**src/rtl/regfile_2r1w_if.sv**
```systemverilog
// Bus bundle for regfile_2r1w: one write port, two read ports, write-error pulse.
interface regfile_2r1w_if #(
    parameter int DATA_W = 8,
    parameter int ADDR_W = 2
);
    logic                  clr;
    logic                  w_en;
    logic [ADDR_W-1:0]     w_addr;
    logic [DATA_W-1:0]     w_data;
    logic [DATA_W/8-1:0]   w_be;
    logic                  w_err;

    logic                  ra_en;
    logic [ADDR_W-1:0]     ra_addr;
    logic [DATA_W-1:0]     ra_data;
    logic                  ra_valid;

    logic                  rb_en;
    logic [ADDR_W-1:0]     rb_addr;
    logic [DATA_W-1:0]     rb_data;
    logic                  rb_valid;

    modport master (
        output clr, w_en, w_addr, w_data, w_be, ra_en, ra_addr, rb_en, rb_addr,
        input  w_err, ra_data, ra_valid, rb_data, rb_valid
    );

    modport slave (
        input  clr, w_en, w_addr, w_data, w_be, ra_en, ra_addr, rb_en, rb_addr,
        output w_err, ra_data, ra_valid, rb_data, rb_valid
    );
endinterface

```
**src/rtl/regfile_2r1w.sv**
```systemverilog
// Parametrised 2-read / 1-write register file with byte-masked writes,
// registered reads, same-cycle write-to-read forwarding and synchronous clear.
module regfile_2r1w #(
    parameter int                DATA_W    = 8,
    parameter int                DEPTH     = 4,
    parameter int                ADDR_W    = $clog2(DEPTH),
    parameter logic [DATA_W-1:0] RESET_VAL = '0
) (
    input logic           clk,
    input logic           rst_n,
    regfile_2r1w_if.slave bus
);
    localparam int             NBytes   = DATA_W / 8;
    // One extra bit so the range check also works when DEPTH is a power of 2.
    localparam logic [ADDR_W:0] DepthExt = (ADDR_W + 1)'(DEPTH);

    logic [DATA_W-1:0] r_mem [DEPTH];
    logic [DATA_W-1:0] r_ra_data;
    logic [DATA_W-1:0] r_rb_data;
    logic              r_ra_valid;
    logic              r_rb_valid;
    logic              r_w_err;

    logic [DATA_W-1:0] w_mask;
    logic              w_wr_in_range;
    logic              w_wr_hit;
    logic [DATA_W-1:0] w_cur_word;
    logic [DATA_W-1:0] w_wr_word;
    logic [DATA_W-1:0] w_ra_word;
    logic [DATA_W-1:0] w_rb_word;

    // Expand byte enables to a bit mask and build the merged write word.
    always_comb begin
        w_mask = '0;
        for (int k = 0; k < NBytes; k++) begin
            w_mask[8*k +: 8] = {8{bus.w_be[k]}};
        end
        w_wr_in_range = ({1'b0, bus.w_addr} < DepthExt);
        w_wr_hit      = bus.w_en && w_wr_in_range;
        w_cur_word    = '0;
        for (int i = 0; i < DEPTH; i++) begin
            if (bus.w_addr == ADDR_W'(i)) begin
                w_cur_word = r_mem[i];
            end
        end
        w_wr_word = (w_cur_word & ~w_mask) | (bus.w_data & w_mask);
    end

    // Read lookup per port; out-of-range addresses match no entry and give 0.
    // Forwarding ignores clr so a read in the clear cycle sees pre-clear data.
    always_comb begin
        w_ra_word = '0;
        w_rb_word = '0;
        for (int i = 0; i < DEPTH; i++) begin
            if (bus.ra_addr == ADDR_W'(i)) begin
                w_ra_word = r_mem[i];
            end
            if (bus.rb_addr == ADDR_W'(i)) begin
                w_rb_word = r_mem[i];
            end
        end
        if (w_wr_hit && (bus.ra_addr == bus.w_addr)) begin
            w_ra_word = w_wr_word;
        end
        if (w_wr_hit && (bus.rb_addr == bus.w_addr)) begin
            w_rb_word = w_wr_word;
        end
    end

    // Storage update: clear wins over a same-cycle write.
    always_ff @(posedge clk or negedge rst_n) begin
        if (!rst_n) begin
            for (int i = 0; i < DEPTH; i++) begin
                r_mem[i] <= RESET_VAL;
            end
        end else begin
            for (int i = 0; i < DEPTH; i++) begin
                if (bus.clr) begin
                    r_mem[i] <= RESET_VAL;
                end else if (w_wr_hit && (bus.w_addr == ADDR_W'(i))) begin
                    r_mem[i] <= w_wr_word;
                end
            end
        end
    end

    // Registered read ports; an idle port returns zero data and no valid.
    always_ff @(posedge clk or negedge rst_n) begin
        if (!rst_n) begin
            r_ra_data  <= '0;
            r_ra_valid <= 1'b0;
            r_rb_data  <= '0;
            r_rb_valid <= 1'b0;
        end else begin
            r_ra_data  <= bus.ra_en ? w_ra_word : '0;
            r_ra_valid <= bus.ra_en;
            r_rb_data  <= bus.rb_en ? w_rb_word : '0;
            r_rb_valid <= bus.rb_en;
        end
    end

    // One-cycle error pulse for a write to a non-existent location.
    always_ff @(posedge clk or negedge rst_n) begin
        if (!rst_n) begin
            r_w_err <= 1'b0;
        end else begin
            r_w_err <= bus.w_en && !w_wr_in_range;
        end
    end

    assign bus.ra_data  = r_ra_data;
    assign bus.ra_valid = r_ra_valid;
    assign bus.rb_data  = r_rb_data;
    assign bus.rb_valid = r_rb_valid;
    assign bus.w_err    = r_w_err;
endmodule

```
**src/flat_wrapper.sv**
```systemverilog
// flat-port wrapper written by rule: the top's interface ports become plain ports
module regfile_2r1w_flat 
#(
    parameter int                DATA_W    = 8,
    parameter int                DEPTH     = 4,
    parameter int                ADDR_W    = $clog2(DEPTH),
    parameter logic [DATA_W-1:0] RESET_VAL = '0
)
  (clk, rst_n, bus_clr, bus_w_en, bus_w_addr, bus_w_data, bus_w_be, bus_ra_en, bus_ra_addr, bus_rb_en, bus_rb_addr, bus_w_err, bus_ra_data, bus_ra_valid, bus_rb_data, bus_rb_valid);
  regfile_2r1w_if #(.DATA_W(DATA_W), .ADDR_W(ADDR_W)) bus_i ();
  input logic clk;
  input logic rst_n;
  input wire logic [$bits(bus_i.clr)-1:0] bus_clr;
  input wire logic [$bits(bus_i.w_en)-1:0] bus_w_en;
  input wire logic [$bits(bus_i.w_addr)-1:0] bus_w_addr;
  input wire logic [$bits(bus_i.w_data)-1:0] bus_w_data;
  input wire logic [$bits(bus_i.w_be)-1:0] bus_w_be;
  input wire logic [$bits(bus_i.ra_en)-1:0] bus_ra_en;
  input wire logic [$bits(bus_i.ra_addr)-1:0] bus_ra_addr;
  input wire logic [$bits(bus_i.rb_en)-1:0] bus_rb_en;
  input wire logic [$bits(bus_i.rb_addr)-1:0] bus_rb_addr;
  output wire logic [$bits(bus_i.w_err)-1:0] bus_w_err;
  output wire logic [$bits(bus_i.ra_data)-1:0] bus_ra_data;
  output wire logic [$bits(bus_i.ra_valid)-1:0] bus_ra_valid;
  output wire logic [$bits(bus_i.rb_data)-1:0] bus_rb_data;
  output wire logic [$bits(bus_i.rb_valid)-1:0] bus_rb_valid;
  assign bus_i.clr = bus_clr;
  assign bus_i.w_en = bus_w_en;
  assign bus_i.w_addr = bus_w_addr;
  assign bus_i.w_data = bus_w_data;
  assign bus_i.w_be = bus_w_be;
  assign bus_i.ra_en = bus_ra_en;
  assign bus_i.ra_addr = bus_ra_addr;
  assign bus_i.rb_en = bus_rb_en;
  assign bus_i.rb_addr = bus_rb_addr;
  assign bus_w_err = bus_i.w_err;
  assign bus_ra_data = bus_i.ra_data;
  assign bus_ra_valid = bus_i.ra_valid;
  assign bus_rb_data = bus_i.rb_data;
  assign bus_rb_valid = bus_i.rb_valid;
  regfile_2r1w #(.DATA_W(DATA_W), .DEPTH(DEPTH), .ADDR_W(ADDR_W), .RESET_VAL(RESET_VAL)) u_core (.clk(clk), .rst_n(rst_n), .bus(bus_i));
endmodule
```
**config.mk**
```make
export PLATFORM = sky130hd
export DESIGN_NAME = regfile_2r1w_flat
export DESIGN_NICKNAME = d
export VERILOG_FILES = /design/src/rtl/regfile_2r1w_if.sv /design/src/rtl/regfile_2r1w.sv /design/src/flat_wrapper.sv
export SDC_FILE = /design/constraint.sdc
export NUM_CORES = 1
export LEC_CHECK = 0
export BUFFER_PORTS_ARGS = -buffer_cell sky130_fd_sc_hd__clkbuf_2
export CORE_UTILIZATION = 50
export DETAILED_ROUTE_END_ITERATION = 12
export PLACE_DENSITY = 0.67
export SYNTH_ARGS = -nofsm -noshare
export SYNTH_HDL_FRONTEND = slang
export SYNTH_SLANG_ARGS = --single-unit
```
**constraint.sdc**
```tcl
create_clock -name clk -period 1.8 [get_ports clk]
set_input_delay 0.09 -clock clk [delete_from_list [all_inputs] [get_ports clk]]
set_output_delay 0.09 -clock clk [all_outputs]
set_load 0.03 [all_outputs]
```
======== After elaboration in Yosys (flattened, before gate mapping) ========
Index checks and enable logic that the tools add are counted.
word-level totals
  flip-flop bits (word level) ............. 50
  memories ................................ 0
  logic and storage cells ................. 60
  bits in writable memories ............... 0
  bits in read-only memories .............. 0
  latch bits .............................. 0
cells by class
  reductions and logical operators ........ 13
  multipliers ............................. 0
  add/sub/neg operators ................... 0
  multiplexer cells ....................... 24
  shift operators ......................... 0
  equality and inequality tests ........... 11
  bitwise operators ....................... 4
  div/mod/pow operators ................... 0
  magnitude comparators ................... 0
operators by type and width
  kind                                                             number
  8-bit 2-to-1 mux                                                 24
  8-bit bitwise AND                                                2
  2-bit == test, second input constant                             6
  8-bit NOT                                                        1
  8-bit bitwise OR                                                 1
  2-bit nonzero test                                               4
  2-bit by 1-bit == test with 1-bit output, second input constant  3
  1-bit logical AND                                                6
  2-bit zero test                                                  3
  2-bit == test                                                    2

======== Logic depth before layout (Yosys ltp) ========
Gate-level depths: netlist of run 1.
  depth after elaboration ................. 9
  mapped depth ............................ 6
  mapped depth without buffers ............ 3

======== Worst setup path before layout of run 1 ========
Ideal clock, no wire load.
  kind .................................... input port to flip-flop
  start ................................... input bus_w_addr[0]
  end ..................................... register u_core.r_rb_data[5], in the netlist u_core.bus.rb_data[5]
  setup time .............................. 0.162 ns
  arrival ................................. 1.121 ns
  stages on the path ...................... 6
  setup slack ............................. 0.517 ns
  data required time ...................... 1.638 ns
  path through ............................ buf_6 or2_2 buf_2 buf_6 a211oi_1 o32ai_1
between the ends
  cells in the longest elaborated chain, start to end .. 9
  elaborated cells between the ends (all ways) .. 14
  those cells by class .................... eq/ne (4); mux (6); bitwise (2); reduce/logical (2)
RTL lines
  what                            RTL line            text
  start, declared                 flat_wrapper.sv:15  input wire logic [$bits(bus_i.w_addr)-1:0] bus_w_addr;
  2-bit zero test                 regfile_2r1w.sv:42  if (bus.w_addr == ADDR_W'(i)) begin
  8-bit 2-to-1 mux (4 in series)  regfile_2r1w.sv:42
  8-bit bitwise AND               regfile_2r1w.sv:46  w_wr_word = (w_cur_word & ~w_mask) | (bus.w_data & w_mask);
  8-bit bitwise OR                regfile_2r1w.sv:46
  8-bit 2-to-1 mux *              regfile_2r1w.sv:65  if (w_wr_hit && (bus.rb_addr == bus.w_addr)) begin
  8-bit 2-to-1 mux *              regfile_2r1w.sv:97  r_rb_data <= bus.rb_en ? w_rb_word : '0;
  end signal, assigned            regfile_2r1w.sv:97
  end, declared                   regfile_2r1w.sv:19  logic [DATA_W-1:0] r_rb_data;
Every way passes the cells marked *; elsewhere a longest branch is shown, timed or not.
A chain may end at the register's enable or synchronous reset.

======== Final worst setup path of run 1 ========
  start ................................... input bus_rb_en
  end ..................................... register u_core.r_rb_data[7], in the netlist u_core.bus.rb_data[7]
between the ends
  cells in the longest elaborated chain, start to end .. 1
RTL lines
  what              RTL line            text
  start, declared   flat_wrapper.sv:20  input wire logic [$bits(bus_i.rb_en)-1:0] bus_rb_en;
  8-bit 2-to-1 mux  regfile_2r1w.sv:97
Every way passes these cells.

==> metrics.md, run 1 <==
| Metric | Value |
|---|---|
| Seq/Total Area, Yosys | `0.4320` |
| Worst-Skew Late Latency | `300 ps` |
| ANT nets after route | `0` |
| Number of I/O port buffers | `38` |
| Syn Nets | `286` |
| Post-synth ARST share | `1.000` |
| H-tree Lvls | `2` |
| Vias in the first global route | `2139` |
| Die area | `6101 um^2` |
| Initial antenna violation count | `0` |
| # setup viols final | `0` |
| Clk root buf | `clkbuf_8` |
| Clock transition at the registers of the reported paths | `90 ps` |
| Placed cells | `364` |
| DRC viols | `0` |
| Synth Cell Area | `2897 um^2` |
| Number of fill cells | `479` |
| Synth Area in XOR/XNOR | `0.01210` |
| Worst setup EP type | `flop` |
| Initial Utilization | `0.5228` |
| Routed wire length | `6778 um` |
| Post-synthesis cell count | `265` |
| Largest net degree at the start of global routing | `25` |
| CP Launch Type | `input port` |
| Leakage | `0.001380 uW` |
| Slew headroom | `0.6268` |
| Most frequent cell after synthesis | `dfrtp_1` |
| Total GRT Usage | `0.2398` |
| Synthesis Warnings | `0` |
| Final instance count without filler cells | `375` |
| Post-synth EDFFs | `0` |
| DR iter-0 viols | `179` |
| Post-CTS sizing | `0` |
| Final hold viol count | `0` |
| Adder-cell share of the synthesized area | `0` |
| RSZ-0062 raised after global routing | `false` |
| Ant. Diodes | `0` |
| Worst slew pin tran | `559.8 ps` |
| DR top layer | `met4` |
| Max Clk Rate | `714.2 MHz` |
| Max-slew violation count | `0` |
| Main synth FF type | `dfrtp_1` |
| Hold WC Path Type | `in2reg` |
| Post-DP HPWL | `5178 um` |
| Clk sinks | `50` |
| Via count | `2265` |
| Setup TNS | `0 ps` |
| Die X | `78.11 um` |
| Worst EP arrival | `1590 ps` |
| Max Root-Sink Buffers | `2` |
| Mux contribution to synthesized area | `0.1832` |
| CTS tree | `done` |
| Routed met3 length | `431 um` |
| Die Span Y | `78.11 um` |
| Core ar. | `5540 um^2` |
| Drt wl/cell | `18.07 um` |
| Critical Path RT | `1990 ps` |
| GRT Residual Overflow | `0` |
| Layout Nets | `323` |
| Status | `finished, final reports clean` |
| Synth area leaders | `dfrtp_1, mux4_2, o32ai_1` |
| Synth top area share | `0.4320` |
| Final instance area | `3259 um^2` |
| Tcrit/Tclk final | `0.7779` |
| Global placer's final weighted congestion | `0.8273` |
| First-pass GRT wire length | `11070 um` |
| Post-Synth Simple-Gate Area | `0.09417` |
| Post-Place Cell Area | `3138 um^2` |
| Vias/cell | `6.040` |
| Top-Level Pins | `40` |
| Peak supply drop | `0.2775 mV` |
| Largest family of logic cells by synthesized area | `compound AO/OA/AOI/OAI gates` |
| Final Core Density | `0.5883` |
| #FFs+latches synth | `50` |
| Synth area leader | `dfrtp_1` |
| Share of cells above drive strength 1 | `0.2838` |
| TritonCTS buffer count | `5` |
| Max Cap Violations | `0` |
| Compound-gate portion of the synthesized area | `0.1991` |
| Post-layout min period | `1400 ps` |
| Avg Synthesized Cell Area | `10.93 um^2` |
| Max Clock Skew | `8.535 ps` |
| Rows | `27` |
| Area growth from synthesis to layout | `12.53%` |
| Setup CP Type | `in2reg` |
| Post-synth cell types | `33` |
| Commonest cells in the netlist | `dfrtp_1, nand2_1, inv_1` |
| CP Max Fanout | `8` |
| P per Cell Area | `696.2 nW/um^2` |
| Wire length on met2 | `3189 um` |
| DR pass1 iterations | `5` |
| DRT met1 WL | `3065 um` |
==> final cells by class <==
type	instances	area, um^2	share of cell area
repair buffers	55	337.8	0.1036
clock inverters	1	5.005	0.001536
well taps	72	90.09	0.02764
multi-input cells	173	1425	0.4372
inverters	17	63.81	0.01958
flip-flops and latches	50	1251	0.3839
clock buffers	7	86.33	0.02649
==> cells by family (layout without fill, tap and decap cells) <==
group / count (synthesis) / count (layout)
and+or+nand+nor: 53 / 53
xor gates and xnor gates: 4 / 4
other: 1 / 1
muxes: 32 / 32
DFF: 50 / 50
buffers and inverters: 42 / 80
AOI/OAI and AO/OA: 83 / 83
==> repair_timing <==
| action | in CTS | in global routing |
|---|---|---|
| setup endpoints to repair | 0 | 0 |
| setup buffers | 0 | 0 |
| hold endpoints to repair | 21 | 0 |
| hold buffers | 3 | 0 |
==> through the flow <==
stage / hold WS (ps) / total power (uW) / setup slack (ps)
floorplan: -205.6 / 1486 / 517.1
global placement: 98.95 / 1610 / 277.7
detailed placement: 108.8 / 1619 / 226.9
CTS: 39.24 / 2283 / 409.5
global route: 52.70 / 2379 / 322.3
finish: 46.49 / 2269 / 399.7
==> flip-flops by register name, summed over array words and instances (netlist names) <==
signal,count
u_core.bus.rb_valid,1
u_core.r_mem,32
u_core.bus.rb_data,8
u_core.bus.ra_valid,1
u_core.bus.ra_data,8
==> power breakdown <==
| part | total, uW | internal [uW] | switching [uW] |
|---|---|---|---|
| registers | 1200 | 1160 | 34.2 |
| clock network | 666 | 311 | 356 |
| logic | 405 | 159 | 246 |
| total | 2270 | 1630 | 636 |
==> layer usage <==
metal,up-vias,track usage
met5,-,0
met4,0,0.06852
met3,12,0.05814
met2,98,0.3623
met1,1099,0.3444
li1,1056,-
==> placed cells by master (no fill, tap or decap), drive strengths merged, types with 14 or more instances in the layout <==
cell	count
dfrtp	50
clkbuf	45
nand2	19
buf	14
mux4	16
o211ai	16
o32ai	16
inv	17
a21oi	16
o21ai	16
==> final timing paths <==
path                                          to  cells after the start             start  slack, ps
min in group asynchronous       u_core.r_mem[11]                      2             rst_n        300
max in group asynchronous       u_core.r_mem[25]                      3             rst_n        960
setup / recovery           u_core.bus.rb_data[7]                      5         bus_rb_en        400
hold reg to reg                 u_core.r_mem[21]                      2  u_core.r_mem[21]        560
hold / removal                  u_core.r_mem[27]                      3     bus_w_data[3]         50
setup reg to reg           u_core.bus.ra_data[6]                      3   u_core.r_mem[6]        430
==> critical path: stages <==
cell and delay, ps:
dlygate4sd3_1 530, clkbuf_2 130, nand2_1 50, or3_1 450, o32ai_1 350
Power figures use the tool's default switching activity.
==> run 2: changes to the inputs <==
ABC_AREA = 1   (was unset)
clock period = 1.29 ns   (was 1.8 ns; I/O delays follow)
==> run 2 against run 1 <==
  * Sequential share of layout area decreased by 3.3 points
  * Combinational power increased to 2.5 times the previous value
  * Largest cell class unchanged
  * Critical endpoint is now u_core.r_mem[8]
  * Clock skew increased by 6.3 ps
  * Core utilization increased by 1.5 points
  * Design area increased by 9.5%
  * Synthesized cell count increased by 73%
  * Cell count increased by 56%
  * Flip-flop and latch count unchanged
  * Register-to-register slack got worse by 320 ps
  * Via count increased by 42%
  * Die area increased by 5.4%
==> metrics.md, run 2 <==
| Metric | Value |
|---|---|
| Avg Synthesized Cell Area | `6.662 um^2` |
| Reg2reg start | `u_core.r_mem[24]` |
| Worst Hold Depth | `4` |
| P per Cell Area | `1093 nW/um^2` |
| Drt wl/cell | `15.23 um` |
| CP Launch Type | `flop` |
| First-pass GRT wire length | `14210 um` |
| Post-synth EDFFs | `0` |
| Max FFs per register | `32` |
| Main synth FF type | `dfrtp_1` |
| Most frequent cell after synthesis | `nand2_1` |
| Status | `finished, final reports clean` |
| Reg2Reg Setup Slack | `110 ps` |
| DR pass1 iterations | `6` |
| Clock transition at the registers of the reported paths | `100 ps` |
| Post-synthesis cell count | `459` |
| CTS tree | `done` |
| Global placer's final weighted congestion | `0.9157` |
| Initial Utilization | `0.5165` |
| Final hold viol count | `0` |
| Number of I/O port buffers | `38` |
| Critical Path RT | `1470 ps` |
| Worst-Skew Late Latency | `320 ps` |
| CP Max Fanout | `4` |
| DR iter-0 viols | `263` |
| Number of fill cells | `595` |
| Commonest cells in the netlist | `nand2_1, dfrtp_1, nand3_1` |
| Worst setup EP type | `flop` |
| Max-slew violation count | `0` |
| Max Clk Rate | `849.8 MHz` |
| # setup viols final | `0` |
| Share of cells above drive strength 1 | `0.1879` |
| Clk sinks | `50` |
| R2R depth | `6` |
| Total GRT Usage | `0.2948` |
| Layout Nets | `531` |
| Tcrit/Tclk final | `0.9122` |
| #FFs+latches synth | `50` |
| Max Root-Sink Buffers | `2` |
| Synth area leaders | `dfrtp_1, nand2_1, nand3_1` |
| TritonCTS buffer count | `5` |
| Peak supply drop | `0.6936 mV` |
| Synthesis Warnings | `0` |
| Vias/cell | `5.469` |
| Max Clock Skew | `14.84 ps` |
| Fin Hold WS | `147.0 ps` |
| ANT nets after route | `0` |
| Synth area leader | `dfrtp_1` |
| Max Cap Violations | `0` |
| Biggest register | `u_core.r_mem` |
| H-tree Lvls | `2` |
| Post-layout min period | `1177 ps` |
| Synth top area share | `0.4092` |
| Routed wire length | `8925 um` |
| Post-Place Cell Area | `3405 um^2` |
| Post-place setup slack | `-25.63 ps` |
| Worst EP arrival | `1350 ps` |
| Via count | `3205` |
| Synth Cell Area | `3058 um^2` |
| Hold WC Path Type | `in2reg` |
| Total power | `3901 uW` |
| Hold Startpoint | `bus_w_data[3]` |
| Worst r2r dst | `u_core.r_mem[8]` |
| Most frequent cells in the layout | `nand2_1, dfrtp_1, o21ai_0` |
| Die Span Y | `80.21 um` |
| Clk root buf | `clkbuf_8` |
| Core ar. | `5921 um^2` |
| Post-layout worst setup margin | `113.2 ps` |
| Rows | `28` |
| Die X | `80.21 um` |
| Vias in the first global route | `2898` |
| Commonest non-fill, non-tap cell in the layout | `nand2_1` |
| RSZ-0062 raised after global routing | `false` |
| Post-synth cell types | `21` |
| Ant. Diodes | `0` |
| Post-DP HPWL | `6671 um` |
| Die area | `6433 um^2` |
| Leakage | `0.001950 uW` |
| GRT Residual Overflow | `0` |
| Post-synth ARST share | `1.000` |
| Seq/Total Area, Yosys | `0.4092` |
| Final instance area | `3570 um^2` |
| Hold EP | `u_core.bus.rb_data[3]` |
| DRC viols | `0` |
| Setup CP Type | `reg2reg` |
| Initial antenna violation count | `0` |
| Area growth from synthesis to layout | `16.73%` |
| Syn Nets | `480` |
| Largest net degree at the start of global routing | `51` |
| Top-Level Pins | `40` |
run 2: changes by cell type in the layout (fill, tap and decap cells not counted), sizes merged, moves of 16 or more:
cell / change
nand2: +170
nand3: +43
o21ai: +27
nor2: +26
inv: +22
mux4: -16
nand4: +16
o211ai: -16
o32ai: -16
run 2: kinds of logic (layout without fill, tap and decap cells):
logic type,count (synthesis),in the layout,share of synthesized area
other cells,1,1,0.001226
compound gates,59,59,0.09779
flops,50,50,0.4092
simple gates,291,291,0.4063
buf+inv,58,110,0.08551
run 2: stage by stage:
step                      TNS (ps)  utilization  cells
after floorplan                  0            -    459
after global placement           0       0.5750    575
after detailed placement    -53.40       0.5750    575
after CTS                        0       0.5978    586
after global routing             0       0.6029    586
final                            0       0.6029    586
run 2: timing repair:
action,in CTS,in global routing
hold buffers,3,0
buffers inserted,0,0
gates resized for setup,0,6
hold endpoints to repair,52,0
endpoints found under the setup margin,0,13
run 2: critical path, cell delays in order, from the launching register on:
cell and delay (ps):
dfrtp_1 420, o21ai_0 160, nand2_1 70, nand2_1 70, nand2_1 100, nand3_2 130, o21ai_0 90
run 2: power breakdown:
group,internal (uW),switching (uW)
clock,493,557
combinational,336,695
sequential,1720,102
total,2550,1350
run 2: layout make-up:
type                            count  area, um^2  share of cell area
Multi-Input combinational cell    351        1575              0.4413
Sequential cell                    50        1251              0.3505
Timing Repair Buffer               63       397.9              0.1115
Inverter                           39       146.4             0.04101
Clock buffer                        7       96.34             0.02699
Tap cell                           75       93.84             0.02629
Clock inverter                      1       8.758            0.002454
run 2: how the worst max path moves through the flow:
| stage | slack [ps] | to | from |
|---|---|---|---|
| finish | 110 | u_core.r_mem[8] | u_core.r_mem[24] |
| global route | 10 | u_core.r_mem[3] | u_core.r_mem[27] |
| detailed placement | -30 | u_core.r_mem[3] | bus_w_addr[0] |
| global placement | 10 | u_core.r_mem[18] | bus_w_addr[0] |
| CTS | 20 | u_core.r_mem[3] | u_core.r_mem[27] |
| floorplan | 290 | u_core.bus.rb_data[7] | u_core.r_mem[31] |
run 2: layer usage:
layer / track usage / part of all wire
met1: 0.3677 / 0.41
met2: 0.5145 / 0.50
met3: 0.03409 / 0.054
met4: 0.1214 / 0.038
met5: 0 / 0
==> run 3: changes to the inputs <==
SETUP_SLACK_MARGIN = 0.2   (was unset)
==> run 3 against run 2 <==
  * Worst hold slack got worse by 3.2 ps
  * Combinational power is 17% higher
  * Clock-buffer cell count unchanged
  * First-iteration DRC count rose by 5.3%
  * Sequential power barely moved
==> metrics.md, run 3 (synthesis results as in run 2) <==
| Metric | Value |
|---|---|
| Status | `finished, final reports clean` |
| GRT Residual Overflow | `0` |
| Layout Nets | `542` |
| CP Launch Type | `flop` |
| Die X | `80.21 um` |
| P per Cell Area | `1060 nW/um^2` |
| CP startpoint | `u_core.r_mem[26]` |
| Critical path buffers and inverters | `0` |
| Delay of the slowest critical-path stage | `430 ps` |
| ANT nets after route | `0` |
| Initial Utilization | `0.5165` |
| Max Clk Rate | `897.9 MHz` |
| RSZ-0062 raised after global routing | `true` |
| Slowest CP cell | `dfrtp_1` |
| Reg2reg start | `u_core.r_mem[26]` |
| Die Span Y | `80.21 um` |
| # setup viols final | `0` |
| Clk sinks | `50` |
| Max FFs per register | `32` |
| CTS tree | `done` |
| Max-slew violation count | `0` |
| Final hold viol count | `0` |
| Worst EP arrival | `1300 ps` |
| Peak supply drop | `0.6958 mV` |
| Max Cap Violations | `0` |
| Post-DP HPWL | `6671 um` |
| Total GRT Usage | `0.2989` |
| Largest net degree at the start of global routing | `51` |
| Vias/cell | `5.564` |
| H-tree Lvls | `2` |
| Sequential group share of total power | `0.446` |
| Clock Power Share | `0.259` |
| Number of fill cells | `566` |
| Worst setup EP type | `flop` |
| Post-layout worst setup margin | `176.3 ps` |
| Rows | `28` |
| Hold Startpoint | `bus_w_data[3]` |
| Global placer's final weighted congestion | `0.9157` |
| Critical Path RT | `1480 ps` |
| Slew headroom | `0.6642` |
| Multi-input logic area | `1769 um^2` |
| CP delay by family, top | `flip-flops` |
| Max Clock Skew | `15.41 ps` |
| Max Root-Sink Buffers | `2` |
| DR pass1 iterations | `7` |
| Most frequent CP cell | `nand2_1` |
| Die area | `6433 um^2` |
| Number of I/O port buffers | `38` |
| Hold WC Path Type | `in2reg` |
| Area growth from synthesis to layout | `26.51%` |
| DRC viols | `0` |
| Via count | `3322` |
| Leakage | `0.002028 uW` |
| Initial antenna violation count | `0` |
| Share of cells above drive strength 1 | `0.3084` |
| Vias in the first global route | `2967` |
| Routed wire length | `9450 um` |
| Final instance area | `3869 um^2` |
| Seq. cell area | `1251 um^2` |
| First-pass GRT wire length | `14370 um` |
| Post-place setup slack | `-25.63 ps` |
| Commonest non-fill, non-tap cell in the layout | `nand2_1` |
| Top-Level Pins | `40` |
| Setup CP Type | `reg2reg` |
| DR iter-0 viols | `277` |
| Drt wl/cell | `15.83 um` |
| CP Cell Sequence | `o21ai_1 -> nand2_1 -> nand2_1 -> nand2_2 -> nand3_4 -> o21ai_0` |
| Int Pwr | `2631 uW` |
| Clk root buf | `clkbuf_8` |
| Clock transition at the registers of the reported paths | `100 ps` |
| Ant. Diodes | `0` |
| Most frequent cells in the layout | `nand2_1, dfrtp_1, nand3_1, clkbuf_2, nor2_1` |
| Tcrit/Tclk final | `0.8634` |
| Worst-Skew Late Latency | `320 ps` |
| CP Max Fanout | `4` |
| TritonCTS buffer count | `5` |
| Post-layout min period | `1114 ps` |
| Psw | `1470 uW` |
| Biggest register | `u_core.r_mem` |
| Worst slew pin tran | `503.2 ps` |
| Combinational share of power | `0.296` |
| Sw Ratio | `0.3584` |
| Core ar. | `5921 um^2` |
| Post-Place Cell Area | `3405 um^2` |
-- run 3: cell types whose count changed in the layout (fill, tap and decap cells not counted), sizes merged --
cell,before,now
clkinvlp,0,5
buf,22,31
inv,39,36
-- run 3: worst register-to-register path, stage by stage, from the launching register on --
cell and delay [ps]:
dfrtp_1 430, o21ai_1 150, nand2_1 60, nand2_1 70, nand2_2 100, nand3_4 100
o21ai_0 80
-- run 3: final cells by class --
type                       count  area share
multi-input combinational    351      0.4573
timing repair inverter         2    0.003234
timing repair buffer          72      0.1239
clock inverter                 1    0.002264
sequential                    50      0.3234
clock buffer                   7     0.02490
tap                           75     0.02426
inverter                      39     0.04075
-- run 3: what timing repair did --
action | in CTS | in global routing
setup buffers | 3 | 6
setup endpoints to repair | 40 | 45
gates resized for setup | 33 | 74
hold buffers | 3 | 0
pin swaps | 16 | 47
cloned | 0 | 2
hold endpoints to repair | 52 | 0
-- run 3: per-stage QoR --
step	total power (uW)	utilization	cells	TNS, ps	hold slack, ps
2_1_floorplan	2487	-	459	0	-231.1
3_3_place_gp	2842	0.5750	575	0	82.50
3_5_place_dp	2850	0.5750	575	-53.40	83.01
4_1_cts	3950	0.6122	589	0	151.8
5_1_grt	4292	0.6534	597	0	182.4
6_report	4101	0.6534	597	0	143.8
-- run 3: power groups by stage --
| stage | logic, uW | clock network [uW] | registers, uW |
|---|---|---|---|
| 2_1_floorplan | 557 | 0 | 1930 |
| 3_3_place_gp | 994 | 0 | 1850 |
| 3_5_place_dp | 1000 | 0 | 1850 |
| 4_1_cts | 1070 | 1060 | 1820 |
| 5_1_grt | 1330 | 1120 | 1840 |
| 6_report | 1210 | 1060 | 1830 |
-- run 3: layer usage --
layer	wire, um	track usage	vias to the layer above
li1	-	-	1587
met1	3794	0.3699	1564
met2	4809	0.5231	148
met3	581	0.03295	23
met4	265	0.1304	0
met5	0	0	-
-- run 3: worst paths after layout --
kind,to,slack (ps),depth (start not counted)
hold / removal,u_core.bus.rb_data[3],140,4
setup reg to reg,u_core.r_mem[26],180,6
min in group asynchronous,u_core.r_mem[26],270,3
max in group asynchronous,u_core.r_mem[13],790,3
setup / recovery,u_core.r_mem[26],180,6
hold reg to reg,u_core.r_mem[13],490,2
